[src/rtl/countdown_display_driver.sv]
`default_nettype none
// ============================================================================
//  Module      : countdown_display_driver
//  Description : Converts the countdown counter's binary value to three BCD
//                digits with a sequential shift-add-3 (double-dabble)
//                converter, then time-multiplexes the digits onto a common
//                7-segment bus with leading-zero blanking. Also provides a
//                registered zero flag for timer-expired logic.
//  Ports       : clock     - system clock, rising edge
//                reset     - synchronous active-high reset
//                value     - binary count (unsigned, WIDTH bits)
//                hundreds  - BCD hundreds digit of last completed conversion
//                tens      - BCD tens digit
//                ones      - BCD ones digit
//                conv_done - 1-cycle pulse when the digits update
//                zero      - 1 when the last completed conversion was 0
//                seg       - segment bus {g,f,e,d,c,b,a}
//                an        - one-hot digit select (an[0]=ones .. an[2]=hundreds)
//  Revision    : 1.0 - initial release
// ============================================================================
module countdown_display_driver #(
   parameter int WIDTH          = 9,
   parameter int REFRESH_DIV    = 1000,
   parameter int SEG_ACTIVE_LOW = 1
) (
   input  logic             clock,
   input  logic             reset,
   input  logic [WIDTH-1:0] value,
   output logic [3:0]       hundreds,
   output logic [3:0]       tens,
   output logic [3:0]       ones,
   output logic             conv_done,
   output logic             zero,
   output logic [6:0]       seg,
   output logic [2:0]       an
);

   localparam logic [1:0] c_IDLE  = 2'd0;
   localparam logic [1:0] c_SHIFT = 2'd1;
   localparam logic [1:0] c_LOAD  = 2'd2;

   localparam int               c_CNT_W    = $clog2(WIDTH);
   localparam logic [c_CNT_W-1:0] c_LAST_BIT = c_CNT_W'(WIDTH - 1);

   // A divider of 1 still needs a 1-bit register that sits at its terminal count
   localparam int               c_DIV_W    = (REFRESH_DIV > 1) ? $clog2(REFRESH_DIV) : 1;
   localparam logic [c_DIV_W-1:0] c_DIV_LAST = c_DIV_W'(REFRESH_DIV - 1);

   logic [1:0]         r_state;
   logic [1:0]         w_next_state;
   logic               w_capture;
   logic               w_shift;
   logic               w_load;

   logic [WIDTH-1:0]   r_shreg;
   logic [11:0]        r_bcd;
   logic [11:0]        w_bcd_adj;
   logic [c_CNT_W-1:0] r_bit_cnt;

   logic [c_DIV_W-1:0] r_div;
   logic [1:0]         r_idx;

   logic [3:0]         w_digit;
   logic               w_blank;
   logic [6:0]         w_seg_ah;
   logic [2:0]         w_an_ah;

   // ------------------------------------------------------------------------
   // Converter FSM: state register
   // ------------------------------------------------------------------------
   always_ff @(posedge clock) begin
      if (reset) begin
         r_state <= c_IDLE;
      end else begin
         r_state <= w_next_state;
      end
   end

   // Converter FSM: next state
   always_comb begin
      w_next_state = r_state;
      case (r_state)
         c_IDLE:  w_next_state = c_SHIFT;
         c_SHIFT: if (r_bit_cnt == c_LAST_BIT) w_next_state = c_LOAD;
         c_LOAD:  w_next_state = c_IDLE;
         default: w_next_state = c_IDLE;
      endcase
   end

   // Converter FSM: datapath controls
   always_comb begin
      w_capture = 1'b0;
      w_shift   = 1'b0;
      w_load    = 1'b0;
      case (r_state)
         c_IDLE:  w_capture = 1'b1;
         c_SHIFT: w_shift   = 1'b1;
         c_LOAD:  w_load    = 1'b1;
         default: w_capture = 1'b0;
      endcase
   end

   // Add-3 correction applied to each nibble before it is doubled, so that a
   // nibble of 5..9 carries into the next decade after the shift.
   always_comb begin
      w_bcd_adj = r_bcd;
      for (int n = 0; n < 3; n++) begin
         if (r_bcd[n*4 +: 4] >= 4'd5) begin
            w_bcd_adj[n*4 +: 4] = r_bcd[n*4 +: 4] + 4'd3;
         end
      end
   end

   // ------------------------------------------------------------------------
   // Converter datapath and registered outputs
   // ------------------------------------------------------------------------
   always_ff @(posedge clock) begin
      if (reset) begin
         r_shreg   <= '0;
         r_bcd     <= '0;
         r_bit_cnt <= '0;
         hundreds  <= 4'd0;
         tens      <= 4'd0;
         ones      <= 4'd0;
         conv_done <= 1'b0;
         zero      <= 1'b1;
      end else begin
         conv_done <= w_load;
         if (w_capture) begin
            r_shreg   <= value;
            r_bcd     <= '0;
            r_bit_cnt <= '0;
         end
         if (w_shift) begin
            r_bcd     <= {w_bcd_adj[10:0], r_shreg[WIDTH-1]};
            r_shreg   <= {r_shreg[WIDTH-2:0], 1'b0};
            r_bit_cnt <= r_bit_cnt + 1'b1;
         end
         if (w_load) begin
            hundreds <= r_bcd[11:8];
            tens     <= r_bcd[7:4];
            ones     <= r_bcd[3:0];
            zero     <= (r_bcd == 12'd0);
         end
      end
   end

   // ------------------------------------------------------------------------
   // Refresh divider and digit index (0=ones, 1=tens, 2=hundreds)
   // ------------------------------------------------------------------------
   always_ff @(posedge clock) begin
      if (reset) begin
         r_div <= '0;
         r_idx <= 2'd0;
      end else if (r_div == c_DIV_LAST) begin
         r_div <= '0;
         r_idx <= (r_idx == 2'd2) ? 2'd0 : r_idx + 2'd1;
      end else begin
         r_div <= r_div + 1'b1;
      end
   end

   // ------------------------------------------------------------------------
   // Digit select, leading-zero blanking and 7-segment decode (active-high)
   // ------------------------------------------------------------------------
   always_comb begin
      w_digit = ones;
      w_blank = 1'b0;
      case (r_idx)
         2'd2: begin
            w_digit = hundreds;
            w_blank = (hundreds == 4'd0);
         end
         2'd1: begin
            w_digit = tens;
            w_blank = (hundreds == 4'd0) && (tens == 4'd0);
         end
         default: begin
            w_digit = ones;
            w_blank = 1'b0;
         end
      endcase

      case (w_digit)
         4'd0:    w_seg_ah = 7'h3F;
         4'd1:    w_seg_ah = 7'h06;
         4'd2:    w_seg_ah = 7'h5B;
         4'd3:    w_seg_ah = 7'h4F;
         4'd4:    w_seg_ah = 7'h66;
         4'd5:    w_seg_ah = 7'h6D;
         4'd6:    w_seg_ah = 7'h7D;
         4'd7:    w_seg_ah = 7'h07;
         4'd8:    w_seg_ah = 7'h7F;
         4'd9:    w_seg_ah = 7'h6F;
         default: w_seg_ah = 7'h00;
      endcase
      if (w_blank) begin
         w_seg_ah = 7'h00;
      end

      w_an_ah = 3'b001 << r_idx;
   end

   generate
      if (SEG_ACTIVE_LOW != 0) begin : g_active_low
         assign seg = ~w_seg_ah;
         assign an  = ~w_an_ah;
      end else begin : g_active_high
         assign seg = w_seg_ah;
         assign an  = w_an_ah;
      end
   endgenerate

endmodule
`default_nettype wire
[config.mk]
export PLATFORM = sky130hd
export DESIGN_NAME = countdown_display_driver
export DESIGN_NICKNAME = d
export VERILOG_FILES = /design/src/rtl/countdown_display_driver.sv
export SDC_FILE = /design/constraint.sdc
export NUM_CORES = 1
export LEC_CHECK = 0
export ABC_AREA = 1
export CAP_MARGIN = 0
export CORE_UTILIZATION = 30
export DETAILED_ROUTE_END_ITERATION = 10
export SLEW_MARGIN = 15
export SYNTH_ARGS = -nofsm -noshare
export SYNTH_HDL_FRONTEND = slang
export SYNTH_SLANG_ARGS = --single-unit
[constraint.sdc]
create_clock -name clock -period 3.12 [get_ports clock]
set_clock_uncertainty 0.1 [all_clocks]
set_input_delay 0.624 -clock clock [delete_from_list [all_inputs] [get_ports clock]]
set_output_delay 0.624 -clock clock [all_outputs]
set_load 0.05 [all_outputs]
### Yosys cells after proc, flatten, opt, wreduce, memory -nomap -nowiden

Memories as Yosys holds them, arrays and structs flattened.
Cells that the tools add are included.

* flip-flop bits (word level): 53
* latch bits: 0
* memory bits (writable): 0
* ROM bits: 112
* input bits: 11
* output and inout port bits: 24
* word-level logic and storage cells: 58
* memories: 1

Memory list
* (no name shown): words 16, width 7, read ports 1, clocked after Yosys merged registers in 0, wr ports 0, line 184 `case (w_digit)`

* add/sub/neg operators: 6
* $mul: 0
* div/mod/pow operators: 0
* order comparisons: 3
* equal/unequal tests: 7
* shift operators: 1
* mux-type cells: 18
* bitwise logic cells: 2
* reductions and logical operators: 8

Operators with widths (number)
* 2-to-1 mux 12 bit: 2
* 2-to-1 mux 9 bit: 2
* 2-to-1 mux 4 bit: 4
* greater-or-equal comparator 4 x 3 -> 1 bit (second input constant): 3
* logical NOT 12 bit: 1
* adder 10 x 1 -> 10 bit (second input constant): 1
* equality test 10 bit (second input constant): 1
* adder 4 x 2 -> 4 bit (second input constant): 2
* logical NOT 4 bit: 2
* case mux 4 bit (2 select lines): 1
* 2-to-1 mux 7 bit: 1
* inverter 7 bit: 1
* adder 4 x 1 -> 4 bit (second input constant): 1
* equality test 2 x 1 -> 1 bit (second input constant): 2
* equality test 2 bit (second input constant): 2
* equality test 4 bit (second input constant): 1
* 2-to-1 mux 2 bit: 2
* case mux 2 bit (2 select lines): 1
* OR reduction 2 bit: 2
* adder 3 x 2 -> 3 bit (second input constant): 1
* 2-to-1 mux 1 bit: 3
* 2-to-1 mux 3 bit: 1
* inverter 3 bit: 1
* << shifter 1 x 2 -> 3 bit (first input constant): 1
* other kinds (6): 6

### Longest topological paths before layout

Gate-level depths: netlist of the first run.

* word-level depth: 5
* mapped depth: 11
* depth with buffers taken out: 11

### Worst setup path before layout of the first run

OpenSTA, ideal clock, no wires.

* path kind: reg2out
* from: register r_idx[0]
* to: output seg[6]
* data arrival time: 2.047 ns
* data required time: 2.396 ns
* path slack: 0.349 ns
* stages on the path, launching flop included: 11
* path buffers: 1
* path through: dfxtp_1 > inv_1 > ha_1 > buf_6 > or2_2 > nand2_1 > inv_1 > ha_1 > nand3b_1 > nand3_1 > nand2_1

* word-level cells in the longest chain between the ends: 5
* elaborated cells on any way between the ends: 7
* those cells by class: 2 x eq/ne; 3 x mux; 1 x bitwise; 1 x memory

Ends and longest elaborated chain
* from (decl): line 61 `logic [1:0] r_idx;`
* from (signal assigned): line 157 `r_idx <= (r_idx == 2'd2) ? 2'd0 : r_idx + 2'd1;`
* equality test 2 x 1 -> 1 bit / equality test 2 bit (equally long branches): line 169 `case (r_idx)`
* case mux 4 bit (2 select lines): line 169
* memory read (16 x 7 bit)
* 2-to-1 mux 7 bit (*): line 197 `if (w_blank) begin`
* inverter 7 bit (*): line 206 `assign seg = ~w_seg_ah;`
* to (decl): line 34 `output logic [6:0] seg,`

Mark *: on every way between the ends. The rest lies on a longest branch, timed or not.

### Worst setup path in the final report of the first run

* from: register r_idx[0]
* to: output seg[3]

The elaborated chain is that of the path after synthesis.

==> run summary, run 1 <==
GRT met3 Usage -> 2.67%
CTS Sinks -> 53
internal reg-to-reg setup slack -> 1.41 ns
CTS tree -> done
number of port buffers -> 34
Setup crit start kind -> flip-flop
Crit Path Class -> reg -> out
asr flop ratio synth -> 0%
total track usage -> 12.3%
worst vdd ir -> 179 uV
row cnt -> 35
M1 GR Usage -> 14.5%
RePlAce Congestion -> 0.793
top fanout value on the critical path -> 11
P&R area growth vs syn -> 22.0%
worst hold stages -> 2
Routed WL -> 5900 um
Clock Latency Late Sink -> 0.31 ns
Post-synth top cells -> nand2_1 (114), dfxtp_1 (53), nand3_1 (50), inv_1 (46), nor2_1 (31)
slew margin rel. -> 60.0%
worst reg2reg endpoint -> r_shreg[1]
fin nets -> 472
Root Driver -> clkbuf_8
largest net degree at the start of global routing -> 23
register bit count reported by yosys -> 53
Longest Clk Path Bufs -> 2
LEAKAGE -> 1.50 nW
Routed Antenna Nets -> 0
Worst Hold End -> r_bcd[9]
number of synthesized flops with an enable pin -> 0
ANT cells -> 0
clock-pin slew on the worst setup and hold paths -> 0.10 ns
height of the die -> 99.5 um
CP required -> 2.40 ns
CTS resizes -> 3
R2R Path Start -> r_state[1]
placed inst area -> 3340 um^2
1st-pass router iterations -> 4
period utilization -> 94.7%
Num CTS Buffers -> 5
Core Area -> 9240 um^2
status -> complete, no violations
R2R cell count -> 8
Hold Path Class -> reg -> reg
top-count cell post-synth -> nand2_1
htree depth -> 2
initial antenna violation count -> 0
final hold vios -> 0
width of the die -> 99.5 um
Synth area leader -> dfxtp_1
RSZ-0062 raised after global routing -> false
share of cells above drive strength 1 -> 8.86%
first-pass GRT wire length -> 10100 um
Slew @ Worst Pin -> 0.599 ns
top_reg_cell synth -> dfxtp_1
post-CTS setup buffer count -> 0
Sum Neg Setup Slack -> 0 ns
Mean Syn Cell Area -> 7.01 um^2
DR vias -> 2548
Mapped Nets -> 440
die area -> 9910 um^2
Post-Synthesis Cell Area -> 2850 um^2
Power Density -> 359 nW/um^2
synth warn -> 0
sequential fraction of the synthesis area -> 37.2%
Yosys top cell area share -> 37.2%
Max-Cap Viols -> 0
CP Capture Type -> primary output
vias in the first global route -> 2316
Syn Inst Count -> 407
DR WL/cell -> 10.4 um
drt first-iter violations -> 92
Final Core Density -> 37.7%
minimum clock period -> 2.96 ns
GRT met2 Usage -> 21.9%
IO Pins -> 35
Distinct cells, synth -> 32
Pins Over Slew Limit -> 0
HP Start -> r_bcd[9]
Area contributors post-synth -> dfxtp_1 (37%), nand2_1 (15%), ha_1 (9.6%)
post-route cell area -> 3480 um^2
Post-CTS Hold Fix Bufs -> 0
hpwl dp -> 4390 um
final setup fails -> 0
Residual DRC -> 0
Initial Util -> 30.9%
fmax -> 338 MHz
Arrival @ worst endpoint -> 2.23 ns
Most Used Layer, Global Route -> met2
post-DR vias/cell -> 4.48
total grt overflow -> 0
## critical path, stage by stage (launching register included)
cell      delay (ns)
dfxtp_2         0.37
inv_2           0.07
ha_4            0.28
or2_0           0.22
nand2_2         0.12
inv_1           0.08
ha_1            0.28
nand3b_1        0.17
nand3_1         0.10
nand2_1         0.09
buf_12          0.16
## state kept, by name, indices dropped and copies added (netlist names)
register / count
conv_done: 1
r_div: 10
r_idx: 2
hundreds: 4
r_shreg: 9
ones: 4
r_state: 2
tens: 4
zero: 1
r_bit_cnt: 4
r_bcd: 12
## per-stage QoR
step / cells / power (mW) / hold WS [ns] / worst slack, ns
global route: 569 / 1.30 / 0.380 / 0.0132
floorplan: 407 / 0.754 / 0.318 / 0.349
detailed placement: 561 / 0.778 / 0.348 / 0.254
CTS: 569 / 1.27 / 0.362 / 0.0508
global placement: 561 / 0.776 / 0.331 / 0.332
finish: 569 / 1.25 / 0.356 / 0.164
## report_power, final
group          internal, mW  switching [mW]
Clock                 0.261           0.229
Sequential            0.688         0.00712
Combinational        0.0271          0.0379
## cell type report
type	count	area, um^2
Clock inverter	2	37.5
Multi-Input combinational cell	291	1540
Timing Repair Buffer	37	408
Clock buffer	6	82.6
Tap cell	129	161
Fill cell	950	5760
Inverter	51	191
Sequential cell	53	1060
## cells in the final DEF (no fill, tap or decap)
cell | netlist | layout
a211oi_1 | 1 | 1
a21oi_1 | 21 | 21
and3_1 | 2 | 2
buf_12 | 0 | 5
buf_4 | 4 | 5
bufinv_16 | 0 | 1
clkbuf_8 | 0 | 6
clkdlybuf4s50_1 | 0 | 27
clkinv_1 | 1 | 1
clkinvlp_4 | 0 | 1
dfxtp_1 | 53 | 52
dfxtp_2 | 0 | 1
ha_1 | 22 | 20
ha_2 | 0 | 1
ha_4 | 0 | 1
inv_1 | 46 | 44
inv_2 | 4 | 6
nand2_1 | 114 | 113
nand2_2 | 4 | 5
nand2_4 | 1 | 1
nand3_1 | 50 | 50
nand3_2 | 1 | 1
nand3b_1 | 3 | 3
nand4_1 | 6 | 6
nor2_1 | 31 | 31
nor2_4 | 2 | 2
nor3_1 | 5 | 5
nor3_2 | 1 | 1
nor4_1 | 1 | 1
nor4_2 | 1 | 1
o211ai_1 | 1 | 1
o21ai_0 | 10 | 10
o21ai_1 | 8 | 8
or2_0 | 1 | 1
or2_1 | 1 | 1
or2_2 | 1 | 1
xor2_1 | 3 | 3
## worst max-delay path by stage
stage / from / endpoint / slack [ns] / cells past startpoint
finish: r_idx[0] / seg[3] / 0.16 / 10
global route: r_idx[0] / seg[6] / 0.01 / 10
CTS: r_idx[0] / seg[3] / 0.05 / 10
detailed placement: r_idx[0] / seg[6] / 0.25 / 10
global placement: r_idx[0] / seg[3] / 0.33 / 9
floorplan: r_idx[0] / seg[6] / 0.35 / 10
## kinds of logic (layout without fill, tap and decap cells)
family	count (synthesis)	count (layout)	share of synthesized area, %
flip-flops	53	53	37.2
XOR/XNOR	3	3	0.921
adder cells (fa/ha/maj)	22	22	9.64
buffers and inverters	63	96	9.56
AND/OR/NAND/NOR	225	225	35.3
AO/OA/AOI/OAI	41	41	7.37
## layer usage
layer  wire length [um]  part of all wire (%)
met5                  0                     0
met3                171                   2.9
met2               2820                    48
met4                 72                   1.2
met1               2830                    48
Power figures use the tool's default switching activity.
==> run 2: changes to the inputs <==
--- a/config.mk
+++ b/config.mk
@@ -9,6 +9,8 @@
 export CAP_MARGIN = 0
 export CORE_UTILIZATION = 30
 export DETAILED_ROUTE_END_ITERATION = 10
+export GPL_ROUTABILITY_DRIVEN = 0
+export HOLD_SLACK_MARGIN = 0.06
 export SLEW_MARGIN = 15
 export SYNTH_ARGS = -nofsm -noshare
 export SYNTH_HDL_FRONTEND = slang
==> constraint.sdc (replaced) <==
create_clock -name clock -period 3.3 [get_ports clock]
set_clock_uncertainty 0.1 [all_clocks]
set_input_delay 0.66 -clock clock [delete_from_list [all_inputs] [get_ports clock]]
set_output_delay 0.66 -clock clock [all_outputs]
set_load 0.05 [all_outputs]
==> run 2 against run 1 <==
Setup slack better by 0.00072 ns. Combinational power fell by 7.1%. Sequential power down 5.6%. Critical path depth unchanged. Global-route usage rose by 0.063 points. Non-clock buffer count shrank 1. Cell count fell by 0.18%. Routed wire length decreased by 2.6%. Total power decreased by 11%. Sequential cell count stayed put. Clock power fell by 20%. Utilization fell by 0.46 points. Largest cell class unchanged.
==> run summary, run 2 (same netlist as run 1, synthesis figures left out) <==
Residual DRC -> 0
Post-Layout Cell Count -> 568
1st-pass router iterations -> 4
RSZ-0062 raised after global routing -> false
final hold vios -> 0
first-pass GRT wire length -> 10000 um
Power Density -> 323 nW/um^2
total grt overflow -> 0
Critical Path Max Stage Delay -> 0.37 ns
most common cell after layout, fill and taps aside -> nand2_1
Longest Clk Path Bufs -> 2
Post-CTS Hold Fix Bufs -> 0
drt first-iter violations -> 83
Crit Path Class -> reg -> out
Hold Path Class -> reg -> reg
htree depth -> 2
top fanout value on the critical path -> 11
CP Capture Type -> primary output
commonest non-fill, non-tap cells in the layout -> nand2_1 (113), dfxtp_1 (53), nand3_1 (50)
IO Pins -> 35
largest net degree at the start of global routing -> 26
most frequent CP cell -> inv_1
Routed Antenna Nets -> 0
Largest Register -> r_bcd
Routed WL -> 5750 um
Root Driver -> clkbuf_8
width of the die -> 99.5 um
Slew @ Worst Pin -> 0.740 ns
worst vdd ir -> 196 uV
CTS tree -> done
Pins Over Slew Limit -> 0
status -> complete, no violations
final setup fails -> 0
DR vias -> 2522
Core Area -> 9240 um^2
clock-pin slew on the worst setup and hold paths -> 0.10 ns
fmax -> 319 MHz
crit path max-delay cell type -> dfxtp_1
period utilization -> 95.0%
vias in the first global route -> 2233
Setup crit start kind -> flip-flop
slew margin rel. -> 50.4%
post-route cell area -> 3440 um^2
cell breakdown of the critical path -> inv_1 -> ha_2 -> or2_0 -> nand2_2 -> inv_1 -> ha_1 -> nand3b_1 -> nand3_1 -> nand2_1 -> buf_12
share of cells above drive strength 1 -> 7.74%
Initial Util -> 30.9%
FILL cells -> 961
total track usage -> 12.4%
number of port buffers -> 34
max reg flops -> 12
CP required -> 2.54 ns
CTS Sinks -> 53
biggest regs -> r_bcd x12, r_div x10, r_shreg x9
hpwl dp -> 4340 um
DR WL/cell -> 10.1 um
Num CTS Buffers -> 5
ANT cells -> 0
post-DR vias/cell -> 4.44
P&R area growth vs syn -> 20.5%
minimum clock period -> 3.14 ns
die area -> 9910 um^2
Inst Count DP -> 560
Sum Neg Setup Slack -> 0 ns
LEAKAGE -> 1.49 nW
row cnt -> 35
fin nets -> 471
Max-Cap Viols -> 0
initial antenna violation count -> 0
Clock Latency Late Sink -> 0.31 ns
Arrival @ worst endpoint -> 2.38 ns
placed inst area -> 3330 um^2
height of the die -> 99.5 um
[run 2: metal layers]
| metal | share of wire (%) | up-vias | global-route usage (%) |
|---|---|---|---|
| met1 | 50 | 1124 | 15.5 |
| met4 | 1.2 | 0 | 3.73 |
| met2 | 47 | 29 | 21.4 |
| met3 | 2.1 | 5 | 2.60 |
| met5 | 0 | - | 0 |
| li1 | - | 1364 | - |
[run 2: path summary, 6_finish.rpt]
path | startpoint | to | slack, ns | depth (start not counted)
worst max-delay path | r_idx[0] | seg[3] | 0.16 | 10
worst max register to register | r_state[1] | r_shreg[1] | 1.59 | 8
worst min register to register | r_div[0] | r_div[0] | 0.35 | 1
worst min-delay path | r_div[0] | r_div[0] | 0.35 | 1
[run 2: power breakdown]
group          internal [mW]  total [mW]  switching [mW]  leakage (nW)
combinational         0.0249      0.0604          0.0355          1.01
sequential             0.651       0.657         0.00656         0.430
clock                  0.173       0.393           0.220        0.0478
total                  0.849        1.11           0.262          1.49
[run 2: worst max-delay path, delay by kind of cell (launching register included)]
family / cells / cell delay, ns
buffers and inverters: 3 / 0.35
AND/OR/NAND/NOR: 5 / 0.69
flip-flops: 1 / 0.37
adder cells (fa/ha/maj): 2 / 0.65
[run 2: area by class of cell]
class | instances | area [um^2] | area share, %
Clock buffer | 6 | 82.6 | 2.40
Clock inverter | 2 | 16.3 | 0.473
Inverter | 51 | 191 | 5.57
Multi-Input combinational cell | 291 | 1530 | 44.4
Sequential cell | 53 | 1060 | 30.9
Tap cell | 129 | 161 | 4.69
Timing Repair Buffer | 36 | 400 | 11.6
[run 2: timing repair]
action                     CTS  global route
setup endpoints to repair    0             6
resized for setup            0             2
buffers inserted             0             0
[run 2: metrics by stage]
step	hold slack [ns]	util, %	setup slack, ns	power (mW)
CTS	0.362	37.2	0.0308	1.13
global route	0.380	37.2	0.00871	1.16
floorplan	0.318	-	0.493	0.713
finish	0.353	37.2	0.165	1.11
detailed placement	0.343	36.1	0.388	0.734
global placement	0.330	36.1	0.475	0.733
==> run 3: changes to the inputs <==
--- a/config.mk
+++ b/config.mk
@@ -7,10 +7,12 @@
 export LEC_CHECK = 0
 export ABC_AREA = 1
 export CAP_MARGIN = 0
+export CORE_MARGIN = 5
 export CORE_UTILIZATION = 30
 export DETAILED_ROUTE_END_ITERATION = 10
 export GPL_ROUTABILITY_DRIVEN = 0
 export HOLD_SLACK_MARGIN = 0.06
+export PLACE_DENSITY = 0.51
 export SLEW_MARGIN = 15
 export SYNTH_ARGS = -nofsm -noshare
 export SYNTH_HDL_FRONTEND = slang
==> run 3 against run 2 <==
Setup slack improved by 0.047 ns. Cell count rose by 0.18%. Maximum frequency increased by 1.5%. Critical endpoint is now seg[6]. Highest routed layer unchanged.
==> run summary, run 3 (same netlist as run 1, synthesis figures left out) <==
largest net degree at the start of global routing -> 23
fmax -> 324 MHz
fin nets -> 472
number of port buffers -> 34
height of the die -> 108 um
final setup fails -> 0
post-DR vias/cell -> 4.45
Post-CTS Hold Fix Bufs -> 0
Routed Antenna Nets -> 0
first-pass GRT wire length -> 10600 um
CTS tree -> done
Max-Cap Viols -> 0
P_int -> 0.904 mW
Power Density -> 336 nW/um^2
period utilization -> 93.6%
Psw -> 0.263 mW
status -> complete, no violations
CP Capture Type -> primary output
P&R area growth vs syn -> 21.6%
biggest regs -> r_bcd x12, r_div x10, r_shreg x9
initial antenna violation count -> 0
ANT cells -> 0
share of cells above drive strength 1 -> 7.73%
Routed WL -> 6170 um
R2R cell count -> 8
max reg flops -> 12
1st-pass router iterations -> 4
Sw Ratio -> 22.5%
die area -> 11600 um^2
LEAKAGE -> 1.50 nW
minimum clock period -> 3.09 ns
total grt overflow -> 0
drt first-iter violations -> 80
power share of the clock group -> 38.4%
RSZ-0062 raised after global routing -> false
Num CTS Buffers -> 5
DR WL/cell -> 10.8 um
Root Driver -> clkbuf_8
Final Core Density -> 37.5%
worst hold stages -> 2
Setup crit start kind -> flip-flop
Sequential Power Share -> 56.4%
row cnt -> 35
hpwl dp -> 4650 um
Slew @ Worst Pin -> 0.533 ns
Clock Latency Late Sink -> 0.31 ns
Crit Path Class -> reg -> out
vias in the first global route -> 2352
Combinational Power Share -> 5.3%
clock-pin slew on the worst setup and hold paths -> 0.10 ns
DR vias -> 2534
Residual DRC -> 0
slew margin rel. -> 64.4%
most common cell after layout, fill and taps aside -> nand2_1
Pins Over Slew Limit -> 0
IO Pins -> 35
Sum Neg Setup Slack -> 0 ns
Initial Util -> 30.9%
total chip power -> 1.17 mW
commonest non-fill, non-tap cells in the layout -> nand2_1 (114), dfxtp_1 (53), nand3_1 (50)
Fin Hold WS -> 0.358 ns
CTS Sinks -> 53
worst vdd ir -> 185 uV
Inst Count DP -> 561
htree depth -> 2
Arrival @ worst endpoint -> 2.33 ns
Hold Path Class -> reg -> reg
top fanout value on the critical path -> 11
Largest Register -> r_bcd
CP required -> 2.54 ns
final hold vios -> 0
Core Area -> 9240 um^2
total track usage -> 11.0%
width of the die -> 108 um
Post-Layout Cell Count -> 569
Longest Clk Path Bufs -> 2
[run 3: cell count changes in the layout (fill, tap and decap cells not counted), sizes merged]
cell	before	now
clkinv	1	2
inv	51	50
clkbuf	6	5
buf	9	10
bufinv	0	1
[run 3: power groups by stage]
| stage | clock [mW] | combinational, mW | sequential (mW) |
|---|---|---|---|
| finish | 0.448 | 0.0614 | 0.658 |
| global route | 0.494 | 0.0711 | 0.659 |
| CTS | 0.468 | 0.0633 | 0.658 |
| detailed placement | 0 | 0.0630 | 0.672 |
| global placement | 0 | 0.0621 | 0.672 |
| floorplan | 0 | 0.0419 | 0.671 |
[run 3: worst paths after layout]
check                                start         end  slack (ns)
worst max-delay path              r_idx[0]      seg[6]        0.21
worst min-delay path              r_bcd[9]    r_bcd[9]        0.36
worst max register to register  r_state[1]  r_shreg[8]        1.76
worst min register to register    r_bcd[9]    r_bcd[9]        0.36
[run 3: critical path: stages, from the launching register on]
cell and delay (ns):
dfxtp_1 0.37, inv_1 0.13, ha_4 0.30, or2_2 0.27, nand2_1 0.16, inv_1 0.09, ha_1 0.19, nand3b_1 0.17
nand3_1 0.10, nand2_1 0.06, buf_4 0.18
[run 3: layout make-up]
class | count | area [um^2]
clock inverters | 3 | 46.3
fillers | 1010 | 5770
well taps | 129 | 161
multi-input cells | 291 | 1530
repair buffers | 37 | 408
clock buffers | 5 | 68.8
inverters | 51 | 191
flip-flops and latches | 53 | 1060
[run 3: per-stage QoR]
stage                     cell area [um^2]  setup WS (ns)
final                                 3470          0.212
after global routing                  3470         0.0138
after CTS                             3460         0.0396
after detailed placement              3340          0.398
after global placement                3340          0.473
after floorplan                       2850          0.493
[run 3: layer usage]
| layer | vias to the layer above | global-route usage (%) | routed length [um] |
|---|---|---|---|
| li1 | 1359 | - | - |
| met1 | 1130 | 14.1 | 3000 |
| met2 | 39 | 19.0 | 2910 |
| met3 | 6 | 2.16 | 191 |
| met4 | 0 | 2.71 | 66 |
| met5 | - | 0 | 0 |
[run 3: timing repair]
item,in CTS,in global routing
setup endpoints to repair,0,5
buffers inserted,0,0
gates resized for setup,0,2
